$ cat src/rtl/alu_issue_stage.sv
// Issue/capture stage around a combinational ALU: in-order request FIFO feeding
// the ALU inputs, and a result holding register with its own valid/ready handshake.
module alu_issue_stage #(
    parameter int DATA_W = 16,
    parameter int DEPTH  = 4
) (
    input  logic                    clk,
    input  logic                    rst,
    input  logic                    in_valid,
    output logic                    in_ready,
    input  logic [2:0]              in_opcode,
    input  logic [DATA_W-1:0]       in_a,
    input  logic [DATA_W-1:0]       in_b,
    output logic [DATA_W-1:0]       alu_a,
    output logic [DATA_W-1:0]       alu_b,
    output logic [2:0]              alu_opcode,
    input  logic [DATA_W-1:0]       alu_result,
    output logic                    out_valid,
    input  logic                    out_ready,
    output logic [DATA_W-1:0]       out_result,
    output logic [2:0]              out_opcode,
    output logic                    out_err,
    output logic [$clog2(DEPTH):0]  count
);

    localparam int PTR_W = $clog2(DEPTH);
    localparam int CNT_W = PTR_W + 1;
    localparam logic [2:0] OP_ILLEGAL = 3'b111;
    localparam logic [2:0] OP_SAFE    = 3'b110;

    typedef struct packed {
        logic [2:0]        op;
        logic [DATA_W-1:0] a;
        logic [DATA_W-1:0] b;
    } entry_t;

    entry_t              mem_q [DEPTH];
    logic [PTR_W-1:0]    wr_ptr_q, wr_ptr_d;
    logic [PTR_W-1:0]    rd_ptr_q, rd_ptr_d;
    logic [CNT_W-1:0]    count_q, count_d;
    logic                out_valid_q, out_valid_d;
    logic [DATA_W-1:0]   out_result_q, out_result_d;
    logic [2:0]          out_opcode_q, out_opcode_d;
    logic                out_err_q, out_err_d;

    entry_t              head;
    logic                head_legal;
    logic                push;
    logic                load;

    assign in_ready   = (count_q != CNT_W'(DEPTH));
    assign push       = in_valid && in_ready;
    assign load       = (count_q != '0) && (!out_valid_q || out_ready);
    assign head       = mem_q[rd_ptr_q];
    assign head_legal = (count_q != '0) && (head.op != OP_ILLEGAL);

    // Empty FIFO or illegal head: feed the ALU a harmless op on zero operands.
    always_comb begin
        // NOTE: every combinational output gets a default first so no path leaves it unassigned (no latch).
        alu_a      = '0;
        alu_b      = '0;
        alu_opcode = OP_SAFE;
        if (head_legal) begin
            alu_a      = head.a;
            alu_b      = head.b;
            alu_opcode = head.op;
        end
    end

    always_comb begin
        wr_ptr_d     = wr_ptr_q;
        rd_ptr_d     = rd_ptr_q;
        count_d      = count_q;
        out_valid_d  = out_valid_q;
        out_result_d = out_result_q;
        out_opcode_d = out_opcode_q;
        out_err_d    = out_err_q;

        if (push) wr_ptr_d = wr_ptr_q + PTR_W'(1);
        if (load) rd_ptr_d = rd_ptr_q + PTR_W'(1);

        case ({push, load})
            2'b10:   count_d = count_q + CNT_W'(1);
            2'b01:   count_d = count_q - CNT_W'(1);
            default: count_d = count_q;
        endcase

        if (load) begin
            out_valid_d  = 1'b1;
            out_opcode_d = head.op;
            out_err_d    = (head.op == OP_ILLEGAL);
            out_result_d = (head.op == OP_ILLEGAL) ? '0 : alu_result;
        end else if (out_valid_q && out_ready && count_q == '0) begin
            out_valid_d = 1'b0;
        end
    end

    always_ff @(posedge clk or posedge rst) begin
        if (rst) begin
            wr_ptr_q     <= '0;
            rd_ptr_q     <= '0;
            count_q      <= '0;
            out_valid_q  <= 1'b0;
            out_result_q <= '0;
            out_opcode_q <= '0;
            out_err_q    <= 1'b0;
        end else begin
            // NOTE: non-blocking assignments so every register samples pre-edge values.
            wr_ptr_q     <= wr_ptr_d;
            rd_ptr_q     <= rd_ptr_d;
            count_q      <= count_d;
            out_valid_q  <= out_valid_d;
            out_result_q <= out_result_d;
            out_opcode_q <= out_opcode_d;
            out_err_q    <= out_err_d;
        end
    end

    // NOTE: storage is not reset; count gates every read, so stale contents are never observed.
    always_ff @(posedge clk) begin
        if (push) mem_q[wr_ptr_q] <= '{op: in_opcode, a: in_a, b: in_b};
    end

    assign out_valid  = out_valid_q;
    assign out_result = out_result_q;
    assign out_opcode = out_opcode_q;
    assign out_err    = out_err_q;
    assign count      = count_q;

endmodule

$ cat config.mk
export PLATFORM = sky130hd
export DESIGN_NAME = alu_issue_stage
export DESIGN_NICKNAME = d
export VERILOG_FILES = /design/src/rtl/alu_issue_stage.sv
export SDC_FILE = /design/constraint.sdc
export NUM_CORES = 1
export LEC_CHECK = 0
export CORE_MARGIN = 1.5
export CORE_UTILIZATION = 30
export DETAILED_ROUTE_END_ITERATION = 7
export MAX_ROUTING_LAYER = met4
export PLACE_DENSITY = 0.56
export SLEW_MARGIN = 20
export SYNTH_ARGS = -nofsm -noshare
export SYNTH_HDL_FRONTEND = slang
export SYNTH_SLANG_ARGS = --single-unit
export TNS_END_PERCENT = 30
$ cat constraint.sdc
create_clock -name clk -period 2.6 [get_ports clk]
set_input_delay 0.52 -clock clk [delete_from_list [all_inputs] [get_ports clk]]
set_output_delay 0.52 -clock clk [all_outputs]
set_load 0.05 [all_outputs]
=== After elaboration in Yosys (flattened, before gate mapping) ===
Memory sizes are Yosys's and may differ from the RTL's.
Cells that the tools add are included.

* Div/mod/pow operators: 0
* Reductions and logical operators: 11
* Bitwise logic cells: 0
* Eq/ne operators: 5
* Order comparisons: 0
* Multiply operators: 0
* Multiplexer cells: 9
* Shift-type cells: 0
* Add/subtract/negate cells: 4

{| class="wikitable"
|+ Operators by type and width
! operator !! count
|-
| 2-to-1 mux 16 bit || 3
|-
| inequality test 3 bit (second input constant) || 2
|-
| one-hot mux 3 bit (2 select lines) || 1
|-
| logical AND 1 bit || 5
|-
| adder 2 x 1 -> 2 bit (second input constant) || 2
|-
| 2-to-1 mux 1 bit || 4
|-
| nonzero test 2 bit || 2
|-
| adder 3 x 1 -> 3 bit (second input constant) || 1
|-
| equality test 3 bit (second input constant) || 1
|-
| zero test 3 bit || 1
|-
| 2-to-1 mux 3 bit || 1
|-
| nonzero test 3 bit || 1
|-
| subtractor 3 x 1 -> 3 bit (second input constant) || 1
|-
| equality test 2 x 1 -> 1 bit (second input constant) || 1
|-
| equality test 2 bit (second input constant) || 1
|-
| zero test 1 bit || 1
|-
| logical OR 1 bit || 1
|}

* Bits in registers: 28
* Bits in latches: 0
* Memory bits (writable): 140
* Input port bits: 55
* Word-level logic and storage cells: 37
* ROM bits: 0
* Output and inout port bits: 60
* Memories kept: 1

{| class="wikitable"
|+ Memories
! memory !! depth !! width !! rd ports !! clocked after Yosys merged registers in !! write ports !! line !! text
|-
| mem_q || 4 || 35 || 1 || 0 || 1 || 37 || <nowiki>entry_t mem_q [DEPTH];</nowiki>
|}

=== Longest topological paths before layout ===
* Depth in word-level cells: 5
* Mapped depth: 11
* Gate-level depth less buffers: 9

=== Least setup slack after synthesis ===
Ideal clock, no wire load.

* Kind: reg-to-reg
* Start: register count_q[2] (netlist: count[2])
* End: register count_q[2] (netlist: count[2])
* Library setup time: 0.082 ns
* Buffers on the path: 0
* Slack: -0.128 ns
* Arrival time: 2.646 ns
* Clock period less this slack: 2.728 ns
* Required time: 2.518 ns
* Stages on the path, launching flop included: 10
* Path through: dfrtp_1 -> or3b_1 -> and2_1 -> inv_1 -> ha_1 -> inv_1 -> fa_1 -> xor2_1 -> nor2_1 -> xor2_1

* Word-level cells in the longest chain between the ends: 4
* Elaborated cells between the ends (all ways): 10
* Classes of those cells: add/sub: 2; eq/ne: 3; mux: 1; reduce/logical: 4

{| class="wikitable"
|+ RTL lines
! what !! line !! text
|-
| start, declared || 40 || <nowiki>logic [CNT_W-1:0] count_q, count_d;</nowiki>
|-
| start signal, assigned || 111 || <nowiki>count_q <= count_d;</nowiki>
|-
| inequality test 3 bit (*) || 51 || <nowiki>assign in_ready = (count_q != CNT_W'(DEPTH));</nowiki>
|-
| net in_ready || 10 || <nowiki>output logic in_ready,</nowiki>
|-
| logical AND 1 bit (*) || 52 || <nowiki>assign push = in_valid && in_ready;</nowiki>
|-
| equality test 2 x 1 -> 1 bit / equality test 2 bit (equally long branches) || 82 || <nowiki>case ({push, load})</nowiki>
|-
| one-hot mux 3 bit (2 select lines) / nonzero test 2 bit (equally long branches) || -- ||
|}

The timed path passes the listed nets; every way through them passes the cells marked *.
A chain may end at the register's enable or synchronous reset.

=== Worst setup path after layout ===
* Start: register rd_ptr_q[0]
* End: output alu_a[8]

* Word-level cells in the longest chain between the ends: 4

{| class="wikitable"
|+ RTL lines
! what !! line !! text
|-
| start, declared || 39 || <nowiki>logic [PTR_W-1:0] rd_ptr_q, rd_ptr_d;</nowiki>
|-
| start signal, assigned || 110 || <nowiki>rd_ptr_q <= rd_ptr_d;</nowiki>
|-
| memory read (4 x 35 bit) (*) || -- ||
|-
| inequality test 3 bit || 55 || <nowiki>assign head_legal = (count_q != '0) && (head.op != OP_ILLEGAL);</nowiki>
|-
| logical AND 1 bit || 55 ||
|-
| 2-to-1 mux 16 bit (*) || 63 || <nowiki>if (head_legal) begin</nowiki>
|-
| end, declared || 14 || <nowiki>output logic [DATA_W-1:0] alu_a,</nowiki>
|}

Mark *: on every way between the ends. The rest lies on a longest branch, timed or not.

==> results.txt <==
The run finished, with violations left. The final reports fail on negative setup slack. The final period demand of the worst path is 2.84 ns. Summing all multi-input logic gate instances after layout gives roughly 1800 sq um. In this run the worst path has a maximum fanout of 8. The number of global-route vias before repair came out at around 4,000. Setup repair after global routing could not meet its margin everywhere. The number of core rows is between 50 and 60. The worst setup path is of the flip-flop to output port kind.

The area of the die is roughly 23,000 sq um. between 100 and 150 I/O pins were placed. The worst path required time came out at ~2.1 ns.

The maximum level of the CTS H-tree came out at 4. In this run the critical register-to-register path is launched from count[0]. The count of warnings emitted by yosys came out at 0.

The initial antenna violation count is 0. Counting the buffers created by CTS gives 17. The sequential-to-total area share from yosys stat is 0.731. The first-pass detailed-route iteration total came out at 4. The number of endpoints with negative hold slack in the final report came out at 0.

The routed via count divided by cell count is between 4 and 5. The worst slack at placement is around 0.12 ns. The remaining number of nets flagged by the antenna check after routing came out at 0.

TritonCTS built the clock tree. Fill cells in the final layout number between 1,500 and 2,000. The mean post-synth cell area came out at between 15 and 20 sq um. In this run, post-CTS hold repair placed 0 buffers.

The first global-routing pass estimated between 20,000 and 25,000 microns of wire. The area share of the leading cell type in the synthesized netlist is 0.626. The worst-case clock skew came out at ~0.011 ns. The worst setup path is captured at an output port. The initial cell density of the core came out at 0.307. The sink count of the clock tree came out at 168. The wire-length estimate of the detail-placed layout is around 8600 microns. The total global routing overflow is 0. In the routed design, unresolved DRC markers number 0. Summed over all instances, the cell type with the most area after synthesis is sky130_fd_sc_hd__edfxtp_1. The number of stages on the worst setup path came out at 4. The minimum setup slack in the final design is -0.244 ns. At the worst endpoint, the arrival time is around 2.3 ns. Measured in cells, the most critical reg-to-reg path has a length of 9.

Walking the worst path, the cells encountered are mux4_2 > a31o_4 > nor2b_2 > buf_12. The type of the tightest min-delay check is input pin to async pin. The horizontal die dimension came out at approximately 150 microns.

The slowest stage of the critical path belongs to the cell sky130_fd_sc_hd__mux4_2. Of the cells placed in the final design, the portion with a size suffix greater than 1 is 0.374. The post-synthesis cell count is 346. The maximum clock frequency came out at around 0.35 GHz. The pin slew with the least headroom to its limit is 0.551 ns. The placer congestion estimate is approximately 0.70. The vertical die dimension came out at roughly 150 microns. The sum of routed wire length over all layers came out at between 15,000 and 20,000 microns. The area of the core region is 21,900 sq um. The via count is approximately 3,600. The netlist area before placement is 6710 sq um. The maximum buffer depth of the clock tree is 2.

The number of buffers and inverters on the critical path is 1. The average wire per standard cell came out at between 15 and 20 microns. The clock reaches the later pin of the worst-skew pair after about 0.42 ns. The clock root buffer is sky130_fd_sc_hd__clkbuf_16. After the last flow step, the layout net total stands at approximately 540. In this run, synthesis inferred 140 flip-flops with an integrated enable. The minimum setup slack among reg-to-reg paths is 0.28 ns. After synthesis, the cell types taking the most area are sky130_fd_sc_hd__edfxtp_1 (63%), sky130_fd_sc_hd__mux4_2 (12%), sky130_fd_sc_hd__dfrtp_1 (10%), sky130_fd_sc_hd__nor2b_1 (2.1%), sky130_fd_sc_hd__o22ai_2 (1.9%). The number of diodes added for antenna fixing came out at 0. The final number of setup-violating endpoints is 35. The DRC violation total after the first TritonRoute iteration came out at approximately 220. The most used flip-flop cell after synthesis is sky130_fd_sc_hd__edfxtp_1. The largest net degree at the start of global routing came out at 36.

The register bit count reported by yosys came out at between 150 and 200. The largest delay contributor family on the critical path is multiplexers. The number of nets produced by synthesis came out at between 400 and 500. In the global route stage, overall resource usage came out at 0.141.

The sequential standard cell area came out at ~4900 sq um. The clock input transition at the sequential cells of the worst setup and hold paths is ~0.070 ns. In this run the critical register-to-register path is captured at count[2]. The relative slew slack is 0.632.

The final cycle utilization of the critical path came out at 1.09. Max-cap violations in this run came to 0. The number of max-slew violations in the final report came to 0. STA classifies the critical path startpoint as a flip-flop. The share of async-settable or async-resettable flops after synthesis came out at 0.167. In this design, the stage delay of the slowest critical-path cell is just under 0.7 ns. The count of port buffers added during placement is around 110.

The number of different library cells used by synthesis comes to 35. The signed area change from the synthesized netlist to the final layout came out at 40.9%. Once layout is complete, the utilization of the core stands at 0.432.
[synth_stat cells (6+ instances only)]
master                       n
sky130_fd_sc_hd__nand3_1    17
sky130_fd_sc_hd__o22ai_1     6
sky130_fd_sc_hd__dfrtp_1    28
sky130_fd_sc_hd__clkbuf_1    6
sky130_fd_sc_hd__nor2b_2    10
sky130_fd_sc_hd__inv_1      23
sky130_fd_sc_hd__mux4_2     35
sky130_fd_sc_hd__edfxtp_1  140
sky130_fd_sc_hd__o22ai_2    10
sky130_fd_sc_hd__nor2b_1    22
[sequential cells by signal, indices dropped and copies added, names as in the netlist]
name and cells:
out_err 1, out_opcode 3, mem_q 140, count 3
out_result 16, out_valid 1, rd_ptr_q 2, wr_ptr_q 2
[layout make-up]
class                   instances  share of cell area
flip-flops and latches        168               0.519
inverters                      23             0.00913
clock buffers                  26              0.0635
repair buffers                133               0.173
clock inverters                 6             0.00437
multi-input cells             139               0.193
well taps                     280              0.0371
[kinds of logic after synthesis]
kind of cell	count (synthesis)	share of synthesized area
multiplexers	41	0.128
AND/OR/NAND/NOR	65	0.0613
XOR/XNOR	6	0.00783
adder cells (fa/ha/maj)	6	0.0123
AO/OA/AOI/OAI	18	0.0276
buffers and inverters	42	0.0322
flip-flops	168	0.731
[placed cells by master, fill, tap and decap left out, types with 6 or more instances in the layout]
master | netlist | layout
sky130_fd_sc_hd__clkdlybuf4s50_1 | 0 | 78
sky130_fd_sc_hd__o22ai_2 | 10 | 10
sky130_fd_sc_hd__edfxtp_1 | 140 | 140
sky130_fd_sc_hd__dfrtp_1 | 28 | 23
sky130_fd_sc_hd__nor2b_4 | 0 | 23
sky130_fd_sc_hd__nor2b_2 | 10 | 9
sky130_fd_sc_hd__mux4_2 | 35 | 35
sky130_fd_sc_hd__nand3_1 | 17 | 17
sky130_fd_sc_hd__clkbuf_16 | 0 | 23
sky130_fd_sc_hd__buf_12 | 0 | 35
sky130_fd_sc_hd__o22ai_1 | 6 | 6
sky130_fd_sc_hd__inv_1 | 23 | 23
sky130_fd_sc_hd__buf_4 | 1 | 18
[how the worst max path moves through the flow]
stage                           start   endpoint  slack [ns]
after floorplan           rd_ptr_q[0]  alu_a[10]       -0.06
after global placement    rd_ptr_q[0]  alu_a[12]        0.19
after detailed placement  rd_ptr_q[0]  alu_a[11]        0.12
after CTS                 rd_ptr_q[0]  alu_b[15]       -0.25
after global routing      rd_ptr_q[0]   alu_b[9]       -0.30
final                     rd_ptr_q[0]   alu_a[8]       -0.24
[worst register-to-register path, cell delays in order (launching register included)]
cell and delay, ns:
sky130_fd_sc_hd__dfrtp_2 0.44, sky130_fd_sc_hd__or3b_1 0.47, sky130_fd_sc_hd__and2_1 0.24, sky130_fd_sc_hd__inv_1 0.07
sky130_fd_sc_hd__ha_1 0.17, sky130_fd_sc_hd__inv_1 0.06, sky130_fd_sc_hd__fa_1 0.38, sky130_fd_sc_hd__xor2_1 0.17
sky130_fd_sc_hd__nor2_1 0.12, sky130_fd_sc_hd__xor2_1 0.14
[stage by stage]
stage          TNS [ns]  instances  hold WS [ns]  area (sq um)
2_1_floorplan     -1.11        346         0.534          6720
3_3_place_gp          0        736         0.495          8550
3_5_place_dp          0        736         0.493          8550
4_1_cts           -7.54        775         0.465          9370
5_1_grt           -9.08        775         0.529          9460
6_report          -6.58        775         0.467          9460
[what timing repair did]
action	4_1_cts	5_1_grt
gates cloned	3	0
setup endpoints to repair	33	35
resized for setup	35	17
pin swaps	3	3
setup buffers	4	0
[per-layer routing]
| layer | GRT usage | up-vias | wire, microns |
|---|---|---|---|
| li1 | - | 1609 | - |
| met1 | 0.174 | 1899 | 6660 |
| met2 | 0.231 | 85 | 7670 |
| met3 | 0.0296 | 12 | 516 |
| met4 | 0.0485 | 0 | 187 |
| met5 | - | - | 0 |
Power is not shown: default switching activity piles up to over one toggle a cycle in this logic, so the estimate is an artifact.
